[config.mk]
export PLATFORM = sky130hd
export DESIGN_NAME = operand_fetch_seq
export DESIGN_NICKNAME = d
export VERILOG_FILES = /design/src/rtl/opfetch_pkg.sv /design/src/rtl/opfetch_out_reg.sv /design/src/rtl/operand_fetch_seq.sv
export SDC_FILE = /design/constraint.sdc
export NUM_CORES = 1
export LEC_CHECK = 0
export ABC_AREA = 1
export CORE_ASPECT_RATIO = 0.75
export CORE_MARGIN = 1
export CORE_UTILIZATION = 40
export DETAILED_ROUTE_END_ITERATION = 10
export GPL_TIMING_DRIVEN = 0
export PLACE_DENSITY = 0.78
export REMOVE_ABC_BUFFERS = 1
export SLEW_MARGIN = 20
export SYNTH_ARGS = -nofsm -noshare
export SYNTH_HDL_FRONTEND = slang
export SYNTH_SLANG_ARGS = --single-unit
[constraint.sdc]
create_clock -name clk -period 1.4 [get_ports clk]
set_input_delay 0.35 -clock clk [delete_from_list [all_inputs] [get_ports clk]]
set_output_delay 0.35 -clock clk [all_outputs]
set_load 0.01 [all_outputs]
[src/rtl/opfetch_pkg.sv]
// opfetch_pkg: shared constants and FSM state type for the operand fetch sequencer
//   DATA_W_DEF / SIZE_DEF / CNT_W_DEF : default operand width, RAM depth, pair-count width
//   AW_DEF                            : address width derived from SIZE_DEF
//   state_t                           : sequencer FSM states
package opfetch_pkg;

    localparam int DATA_W_DEF = 16;
    localparam int SIZE_DEF   = 4096;
    localparam int CNT_W_DEF  = 12;
    localparam int AW_DEF     = $clog2(SIZE_DEF);

    typedef enum logic [2:0] {
        IDLE   = 3'd0,
        REQ_A  = 3'd1,
        WAIT_A = 3'd2,
        REQ_B  = 3'd3,
        WAIT_B = 3'd4,
        ISSUE  = 3'd5,
        FIN    = 3'd6
    } state_t;

endpackage

[src/rtl/opfetch_out_reg.sv]
// opfetch_out_reg: valid/ready holding register for one {sel, b, a} word
//   clk, rst_n : clock, asynchronous active-low reset
//   load, d    : capture d and raise valid
//   ready      : downstream accept; valid clears the cycle after valid & ready
//   valid, q   : held word, stable while valid & !ready
module opfetch_out_reg #(
    parameter int W = 33
) (
    input  logic         clk,
    input  logic         rst_n,
    input  logic         load,
    input  logic [W-1:0] d,
    input  logic         ready,
    output logic         valid,
    output logic [W-1:0] q
);

    always_ff @(posedge clk or negedge rst_n) begin
        if (!rst_n) begin
            valid <= 1'b0;
            q     <= '0;
        end else if (load) begin
            valid <= 1'b1;
            q     <= d;
        end else if (valid && ready) begin
            valid <= 1'b0;
        end
    end

endmodule

[src/rtl/operand_fetch_seq.sv]
// operand_fetch_seq: fetches a/b operand pairs from a word-addressed RAM and issues them
//   clk, rst_n                     : clock, asynchronous active-low reset
//   start, base_addr, num_pairs    : job launch (accepted in IDLE only)
//   busy, done                     : job in progress / one-cycle end-of-job pulse
//   mem_rd_en, mem_addr            : single-cycle read request
//   mem_rd_data, mem_rd_valid      : read return, any latency >= 1
//   a, b, sel, out_valid, out_ready: issued pair, sel marks the last pair of the job
module operand_fetch_seq
    import opfetch_pkg::*;
#(
    parameter int  DATA_W = DATA_W_DEF,
    parameter int  SIZE   = SIZE_DEF,
    parameter int  CNT_W  = CNT_W_DEF,
    localparam int AW     = $clog2(SIZE)
) (
    input  logic              clk,
    input  logic              rst_n,
    input  logic              start,
    input  logic [AW-1:0]     base_addr,
    input  logic [CNT_W-1:0]  num_pairs,
    output logic              busy,
    output logic              done,
    output logic              mem_rd_en,
    output logic [AW-1:0]     mem_addr,
    input  logic [DATA_W-1:0] mem_rd_data,
    input  logic              mem_rd_valid,
    output logic [DATA_W-1:0] a,
    output logic [DATA_W-1:0] b,
    output logic              sel,
    output logic              out_valid,
    input  logic              out_ready
);

    state_t              state;
    logic [AW-1:0]       ptr;
    logic [CNT_W-1:0]    remaining;
    logic [DATA_W-1:0]   a_hold;
    logic [2*DATA_W:0]   q;
    logic                load;
    logic                hs;
    logic                last;

    assign hs        = out_valid && out_ready;
    assign last      = remaining == CNT_W'(1);
    // The b return completes the pair, so it loads the output register directly
    assign load      = (state == WAIT_B) && mem_rd_valid;
    assign busy      = state != IDLE;
    assign done      = state == FIN;
    assign mem_rd_en = (state == REQ_A) || (state == REQ_B);
    assign mem_addr  = ptr;
    assign {sel, b, a} = q;

    always_ff @(posedge clk or negedge rst_n) begin
        if (!rst_n) begin
            state     <= IDLE;
            ptr       <= '0;
            remaining <= '0;
            a_hold    <= '0;
        end else begin
            case (state)
                IDLE: if (start) begin
                    ptr       <= base_addr;
                    remaining <= num_pairs;
                    state     <= (num_pairs == '0) ? FIN : REQ_A;
                end
                REQ_A: begin
                    ptr   <= ptr + 1'b1;
                    state <= WAIT_A;
                end
                WAIT_A: if (mem_rd_valid) begin
                    a_hold <= mem_rd_data;
                    state  <= REQ_B;
                end
                REQ_B: begin
                    ptr   <= ptr + 1'b1;
                    state <= WAIT_B;
                end
                WAIT_B: if (mem_rd_valid) state <= ISSUE;
                ISSUE: if (hs) begin
                    remaining <= remaining - 1'b1;
                    state     <= last ? FIN : REQ_A;
                end
                FIN:     state <= IDLE;
                default: state <= IDLE;
            endcase
        end
    end

    opfetch_out_reg #(.W(2*DATA_W+1)) u_out_reg (
        .clk   (clk),
        .rst_n (rst_n),
        .load  (load),
        .d     ({last, mem_rd_data, a_hold}),
        .ready (out_ready),
        .valid (out_valid),
        .q     (q)
    );

endmodule

==> flow_summary.ini, run 1 <==
[pwr]
totalPowerFinal_mw = 14.08
p_int_mw = 8.325
p_comb_share_pct = 52.4
p_sw_share_pct = 40.86
ir_worst_vdd_uv = 976.6
p_sw_mw = 5.752
seqPwrFrac_pct = 28.4
leakagePower_nw = 3.077
p_clk_share_pct = 19.2
p_per_area_mw_per_mm2 = 2303

[global_route]
grt_pass1_vias = 3985
grt-ovfl-total = 0
grt_max_degree = 45
grt_use_total_pct = 23.19
antenna_found_initial = 0
grt_pass1_wl_mm = 18.35

[run_status]
violations = negative setup slack
status = complete, but fails checks

[timing]
timing.final.ws_setup_ps = -142.1
fin_tns_setup_ps = -1921
period_minus_slack_ps = 1542
hold_ws_ps = 465.3
slew_viol_final = 0
setup_viol = 25
max_slew.worst_pin.slew_ps = 488.1
relSlewSlack_pct = 67.46
timing.final.crit_share_pct = 110.1
finClkSkew_ps = 4.691
timing_hold_violations_final = 0
clock.fmax_ghz = 0.6485
rsz0062_at_grt = yes

[min_path]
holdCritPathClass = register to register

[setup_path]
worst_ep_required_time_ps = 1610
crit_type = register to register
crit_path_start_kind = register
cp_max_fo = 5
worstPathArrival_ps = 1760
crit_path_end_kind = register

[clocking]
cts_sinks = 77
clock_path_buffers = 2
cts_tree = done
root_buffer = clkbuf_16
cts.htree.levels = 3
clk_latency_ps = 330
cts_made_buffers = 9
clk_pin_slew_ps = 60

[drt]
ant_nets = 0
avgViaCountPerCell = 5.061
routed_wl_mm = 11.61
drt-initial-drc-count = 249
num_vias = 4064
drc = 0
wl_per_cell_um = 14.46
drt_first_pass_iters = 5

[placed_design]
post_dp_cell_area_mm2 = 0.004932
place_ws_ps = -1700
io_buffers = 93
gp_congestion = 0.8761
hpwl_mm = 6.645

[synthesis]
yosysUniqueCellTypes = 27
synthesis.area_mm2 = 0.003920
async_reset_ff_share_pct = 100.0
synth_edf_count = 0
synth_top_area_share_pct = 49.15
yosysMostFrequentCell = nand2_1
synth_common_cells = nand2_1 (224), dfrtp_1 (77), nor2_1 (49), nand3_1 (44), inv_1 (32)
synth_area_leaders = dfrtp_1 (49%), nand2_1 (21%), nand3_1 (5.6%)
synth.avg_cell_area_um2 = 7.438
seq_area_frac_synth_pct = 49.15
synth_flop_cell = dfrtp_1
ys.warnings.count = 0
yosysTopAreaCell = dfrtp_1
synth_cells = 527
ys_ff_latch = 77

[floorplan]
core_mm2 = 0.009271
io_pins = 94
chipWidth_um = 116.3
die_area_mm2 = 0.01020
die_h_um = 87.73
initial_core_util_pct = 42.28
rows = 30

[layout]
fin_area_mm2 = 0.006113
area_growth_pct = 55.95
antenna_cells = 0
nNetsFinal = 718
drive_gt1_share_pct = 23.56

[flow_run]
maxCapViolCount = 0
==> worst paths after layout <==
| path | to | depth (start not counted) | slack (ps) | startpoint |
|---|---|---|---|---|
| worst max-delay path | remaining[6] | 10 | -140 | state[1] |
| worst min-delay path | u_out_reg.q[23] | 2 | 470 | u_out_reg.q[23] |
| worst max register to register | remaining[6] | 10 | -140 | state[1] |
| worst min register to register | u_out_reg.q[23] | 2 | 470 | u_out_reg.q[23] |
| max in group asynchronous | u_out_reg.q[14] | 3 | 290 | rst_n |
| min in group asynchronous | mem_addr[4] | 2 | 520 | rst_n |
==> cell families after synthesis <==
logic type | share of synthesized area, %
AND/OR/NAND/NOR | 37.47
buffers and inverters | 6.511
flip-flops | 49.15
AO/OA/AOI/OAI | 5.905
adder cells (fa/ha/maj) | 0.9577
==> power groups by stage <==
stage / Clock (mW) / Combinational [mW] / Sequential (mW)
5_1_grt: 2.83 / 8.04 / 4.11
6_report: 2.71 / 7.38 / 3.99
2_1_floorplan: 0 / 2.69 / 4.23
4_1_cts: 2.74 / 6.65 / 3.95
3_3_place_gp: 0 / 4.93 / 4.04
3_5_place_dp: 0 / 5.13 / 4.10
==> metrics by stage <==
stage,cells,utilization (%)
4_1_cts,794,63.41
2_1_floorplan,511,-
6_report,803,65.94
5_1_grt,803,65.94
3_5_place_dp,733,53.20
3_3_place_gp,732,52.96
==> final cells by class <==
cell class,count,area (um2)
sequential,77,1932
timing repair buffer,140,1393
timing repair inverter,5,42.54
clock buffer,9,225.2
multi-input combinational,396,2037
clock inverter,7,120.1
inverter,41,203.9
fill,788,3158
tap,128,160.2
==> placed cells by master (no fill, tap or decap), drive strengths merged <==
cell type and count:
clkbuf 9, inv 46, a21oi 10, dlygate4sd2 42, dlygate4sd3 1, clkdlybuf4s50 42, a31oi 1, ha 3
clkinvlp 2, nand3 46, nor3 1, o22ai 1, bufinv 3, nand4 6, buf 51, or2 11
nand3b 4, o21ai 31, clkinv 2, dfrtp 77, a22oi 1, clkdlybuf4s15 4, nand2 227, nor2 54
==> registers in the layout, indices dropped and copies added (netlist names) <==
register and cells:
a_hold 16, mem_addr 12, remaining 12, state 3
u_out_reg.q 33, u_out_reg.valid 1
==> critical path: stages (launching register included) <==
cell and delay [ps]:
dfrtp_2 440, inv_2 100, buf_6 100, nand3_4 140, inv_8 120, nand2_4 60, nand3_4 110, buf_12 150
clkinv_8 70, nand3_2 70, nand2_1 60
==> timing repair <==
action,CTS,global route
setup buffers,38,9
cloned,7,1
pin swaps,21,12
setup endpoints to repair,126,85
endpoints found under the hold margin,33,0
gates resized for setup,140,59
hold buffers,1,0
==> metal layers <==
layer	track usage (%)	part of all wire, %	vias to the layer above
met4	6.643	1.6	0
met5	0	0	-
li1	-	-	1962
met2	40.13	50	156
met1	28.87	43	1923
met3	5.606	5.8	23
Note: power is estimated with default switching activity, not from simulation.
==> inputs of run 2 (changes only) <==
--- a/config.mk
+++ b/config.mk
@@ -8,10 +8,10 @@
 export ABC_AREA = 1
 export CORE_ASPECT_RATIO = 0.75
 export CORE_MARGIN = 1
-export CORE_UTILIZATION = 40
+export CORE_UTILIZATION = 42
 export DETAILED_ROUTE_END_ITERATION = 10
 export GPL_TIMING_DRIVEN = 0
-export PLACE_DENSITY = 0.78
+export PLACE_DENSITY = 0.81
 export REMOVE_ABC_BUFFERS = 1
 export SLEW_MARGIN = 20
 export SYNTH_ARGS = -nofsm -noshare
==> run 2 against run 1 <==
Effect of this change: the run still ends with negative setup slack left; critical path depth fell by 6; clock skew is 2.3 ps higher; wire length decreased by 4.8%; non-clock buffer count is 1 lower; final area down 1.1%; combinational power hardly changed; register-to-register slack better by 30 ps; sequential cell count unchanged; worst hold slack got worse by 2.9 ps; clock-buffer cell count did not move; critical path type is now register to primary output.
==> flow_summary.ini, run 2 (synthesis results as in run 1) <==
[run_status]
status = complete, but fails checks
violations = negative setup slack

[layout]
final_common_cell = nand2_1
largest-register = u_out_reg.q
antenna_cells = 0
post-route-util_pct = 66.82
reg.largest.list = u_out_reg.q: 33 flops, a_hold: 16 flops
fillCellCount = 723
multi_input_comb_area_mm2 = 0.002039
largest_register_ffs = 33
seq_area_mm2 = 0.001932
drive_gt1_share_pct = 23.43
final_cells = 798
area_growth_pct = 54.20
mostFrequentLayoutCells = nand2_1 (207), dfrtp_1 (73), dlygate4sd2_1 (44), clkdlybuf4s50_1 (42), nand3_1 (39)
nNetsFinal = 714

[floorplan]
die_area_mm2 = 0.009728
core_mm2 = 0.009046
die_h_um = 85.67
io_pins = 94
rows = 30
initial_core_util_pct = 43.33
chipWidth_um = 113.6

[placed_design]
io_buffers = 93
placedCellCount = 733
hpwl_mm = 6.496
gp_congestion = 0.8883
place_ws_ps = -1625

[timing]
rsz0062_at_grt = yes
fin_tns_setup_ps = -2360
period_minus_slack_ps = 1545
timing.final.ws_setup_ps = -144.7
relSlewSlack_pct = 69.49
setup_viol = 31
clock.fmax_ghz = 0.6474
max_slew.worst_pin.slew_ps = 457.7
timing_hold_violations_final = 0
slew_viol_final = 0
finClkSkew_ps = 6.963
timing.final.crit_share_pct = 110.3

[clocking]
cts.htree.levels = 3
cts_tree = done
clk_pin_slew_ps = 60
clock_path_buffers = 2
root_buffer = clkbuf_16
cts_made_buffers = 9
cts_sinks = 77
clk_latency_ps = 320

[pwr]
p_comb_share_pct = 52.8
totalPowerFinal_mw = 14.00
seqPwrFrac_pct = 28.4
p_sw_share_pct = 40.44
p_clk_share_pct = 18.8
p_int_mw = 8.335
p_per_area_mw_per_mm2 = 2315
leakagePower_nw = 3.042
ir_worst_vdd_uv = 788.3
p_sw_mw = 5.660

[global_route]
grt-ovfl-total = 0
grt_max_degree = 57
grt_pass1_vias = 3879
grt_use_total_pct = 22.57
grt_pass1_wl_mm = 17.61
antenna_found_initial = 0

[drt]
ant_nets = 0
wl_per_cell_um = 13.86
drt_first_pass_iters = 5
drt-initial-drc-count = 288
routed_wl_mm = 11.06
drc = 0
avgViaCountPerCell = 5.008
num_vias = 3996

[setup_path]
crit_path_start_kind = register
crit_path_frequent_cell = buf_6
worst_ep_required_time_ps = 1050
crit_path_end_kind = primary output
path_cells = buf_6, nor2_4, buf_6, buf_6
crit_type = register to primary output
cpPeakStageDelay_ps = 430
worstPathArrival_ps = 1190
cp_max_fo = 3
crit_path_top_delay_cell = dfrtp_2

[flow_run]
maxCapViolCount = 0

[min_path]
holdCritPathClass = register to register
[run 2: changes by cell type in the layout (fill, tap and decap cells not counted), sizes merged]
cell           delta
nand3             +1
o21ai             -1
buf               -2
clkdlybuf4s15     -2
dlygate4sd2       +2
inv               -5
clkdlybuf4s18     +1
clkinvlp          -1
clkinv            +2
[run 2: timing repair]
action	in CTS	in global routing
buffers inserted	35	12
endpoints found under the hold margin	21	0
setup endpoints to repair	126	82
pin swaps	20	23
resized for setup	140	53
hold buffers	1	0
cloned	6	0
[run 2: routing by layer]
metal	GRT usage, %	wire, um
met5	0	0
met4	7.177	152
met3	3.816	566
met2	39.75	5658
met1	28.39	4683
[run 2: worst max-delay path, delay by kind of cell, from the launching register on]
family                 cells  cell delay [ps]
AND/OR/NAND/NOR            1              120
buffers and inverters      3              330
flip-flops                 1              430
[run 2: worst paths after layout]
check / from / slack (ps) / end / cells after the start
max: state[2] / -140 / mem_rd_en / 4
min: u_out_reg.q[8] / 460 / u_out_reg.q[8] / 2
max reg2reg: state[0] / -110 / remaining[9] / 11
min reg2reg: u_out_reg.q[8] / 460 / u_out_reg.q[8] / 2
max in group asynchronous: rst_n / 340 / state[2] / 3
min in group asynchronous: rst_n / 470 / u_out_reg.q[6] / 2
[run 2: stage by stage]
stage / hold WS, ps / instance area, um2
floorplan: 54.41 / 3819
global placement: 452.1 / 4910
detailed placement: 265.7 / 4940
CTS: 463.6 / 5828
global route: 489.6 / 6045
finish: 462.4 / 6045
[run 2: layout make-up]
type | instances | share of cell area, %
Inverter | 41 | 3.250
Clock buffer | 9 | 3.726
Timing Repair inverter | 2 | 0.2277
Tap cell | 128 | 2.650
Sequential cell | 77 | 31.96
Multi-Input combinational cell | 396 | 33.74
Clock inverter | 6 | 1.863
Timing Repair Buffer | 139 | 22.58
[run 2: power by group through the flow]
| stage | Sequential [mW] | Combinational, mW | Clock, mW |
|---|---|---|---|
| 3_5_place_dp | 4.08 | 5.11 | 0 |
| 3_3_place_gp | 4.03 | 4.92 | 0 |
| 4_1_cts | 3.94 | 6.68 | 2.68 |
| 6_report | 3.97 | 7.38 | 2.64 |
| 5_1_grt | 4.10 | 8.07 | 2.76 |
| 2_1_floorplan | 4.23 | 2.69 | 0 |
==> inputs of run 3 (changes only) <==
--- a/config.mk
+++ b/config.mk
@@ -11,7 +11,7 @@
 export CORE_UTILIZATION = 42
 export DETAILED_ROUTE_END_ITERATION = 10
 export GPL_TIMING_DRIVEN = 0
-export PLACE_DENSITY = 0.81
+export PLACE_DENSITY = 0.72
 export REMOVE_ABC_BUFFERS = 1
 export SLEW_MARGIN = 20
 export SYNTH_ARGS = -nofsm -noshare
==> run 3 against run 2 <==
Effect of this change: the flow finishes with violations (negative hold slack, negative setup slack); non-clock buffer count increased by 3; combinational power increased by 2%; clock power about the same; register-to-register slack about the same; worst hold slack got worse by 470 ps; fmax increased by 0.58%.
==> flow_summary.ini, run 3 (synthesis results as in run 1) <==
[floorplan]
die_area_mm2 = 0.009728
initial_core_util_pct = 43.33
io_pins = 94
die_h_um = 85.67
chipWidth_um = 113.6
core_mm2 = 0.009046
rows = 30

[global_route]
grt_max_degree = 41
grt_pass1_vias = 3879
grt_use_total_pct = 24.51
grt-ovfl-total = 0
grt_pass1_wl_mm = 18.66
antenna_found_initial = 0

[timing]
timing_hold_violations_final = 6
timing.final.crit_share_pct = 109.7
slew_viol_final = 0
fin_tns_setup_ps = -3250
hold_ws_ps = -6.380
max_slew.worst_pin.slew_ps = 508.0
setup_viol = 59
rsz0062_at_grt = yes
period_minus_slack_ps = 1536
clock.fmax_ghz = 0.6511
timing.final.ws_setup_ps = -135.8
relSlewSlack_pct = 66.13
finClkSkew_ps = 5.920

[min_path]
holdCritPathClass = primary input to asynchronous set/reset pin

[clocking]
clk_latency_ps = 330
clock_path_buffers = 2
clk_pin_slew_ps = 60
cts_made_buffers = 9
cts.htree.levels = 3
root_buffer = clkbuf_16
cts_tree = done
cts_sinks = 77

[placed_design]
io_buffers = 93
hpwl_mm = 6.463
place_ws_ps = -1699
placedCellCount = 733
gp_congestion = 0.8829
post_dp_cell_area_mm2 = 0.004932

[setup_path]
crit_path_top_delay_cell = dfrtp_2
worst_ep_required_time_ps = 1050
crit_path_start_kind = register
crit_path_end_kind = primary output
worstPathArrival_ps = 1190
worst-path-buf-inv = 1
path_cells = nor2_4, nand2_4, buf_6
cp_max_fo = 5
crit_type = register to primary output
cpPeakStageDelay_ps = 450
crit_family = flip-flops

[layout]
nNetsFinal = 724
largest-register = u_out_reg.q
final_common_cell = nand2_1
reg.largest.list = u_out_reg.q: 33 flops, a_hold: 16 flops
fin_area_mm2 = 0.006469
drive_gt1_share_pct = 32.65
mostFrequentLayoutCells = nand2_1 (163), dfrtp_1 (72), nand2_2 (44), clkdlybuf4s50_1 (42), dlygate4sd2_1 (41)
largest_register_ffs = 33
antenna_cells = 0
final_cells = 808
area_growth_pct = 65.02

[drt]
avgViaCountPerCell = 5.161
wl_per_cell_um = 15.72
ant_nets = 0
drc = 0
num_vias = 4170
drt_first_pass_iters = 5
drt-initial-drc-count = 316
routed_wl_mm = 12.70

[run_status]
violations = negative hold slack, negative setup slack
status = complete, but fails checks

[pwr]
p_per_area_mw_per_mm2 = 2216
leakagePower_nw = 3.247
ir_worst_vdd_uv = 1039

[flow_run]
maxCapViolCount = 0
-- run 3: changes by cell type in the layout (fill, tap and decap cells not counted), moves of 5 or more --
cell	previous run	this run
inv_6	0	5
nand2_2	14	44
buf_12	5	10
o21ai_0	16	11
nand2_4	5	17
or2_4	1	6
or2_2	10	5
nand2_1	207	163
-- run 3: layer usage --
metal / global-route usage (%) / vias up / routed length, um / share of wire [%]
met5: 0 / - / 0 / 0
met4: 6.100 / 0 / 210 / 1.7
met3: 4.876 / 23 / 659 / 5.2
met2: 41.52 / 152 / 6225 / 49
met1: 32.38 / 2018 / 5608 / 44
li1: - / 1977 / - / -
-- run 3: worst paths after layout --
path,slack (ps),end,start,cells past startpoint
worst max-delay path,-140,busy,state[1],3
worst min-delay path,-6,mem_addr[2],rst_n,1
worst max register to register,-120,mem_addr[6],state[0],10
worst min register to register,470,u_out_reg.q[28],u_out_reg.q[28],2
max in group asynchronous,790,remaining[4],rst_n,2
min in group clk,470,u_out_reg.q[28],u_out_reg.q[28],2
-- run 3: where the power goes --
group          switching, mW  total [mW]  internal [mW]
Sequential             0.851        4.13           3.27
Clock                  0.914        2.65           1.73
Combinational           4.24        7.56           3.32
Total                   6.01        14.3           8.33
-- run 3: timing repair --
action	in CTS	in global routing
resized for setup	126	164
hold buffers	0	0
gates cloned	9	6
buffers inserted	27	20
pin swaps	17	57
setup endpoints to repair	126	86
-- run 3: metrics by stage --
stage	util [%]	total power, mW
3_5_place_dp	54.52	9.182
4_1_cts	63.00	12.83
6_report	71.51	14.33
2_1_floorplan	-	6.915
3_3_place_gp	54.27	8.977
5_1_grt	71.51	15.22
-- run 3: cell type report --
cell class              instances  area (um2)
multi-input cells             398        2316
flip-flops and latches         77        1933
well taps                     128       160.2
clock buffers                   9       225.2
clock inverters                 6       112.6
repair buffers                142        1443
fillers                       688        2577
repair inverters                7       75.07
inverters                      41       203.9
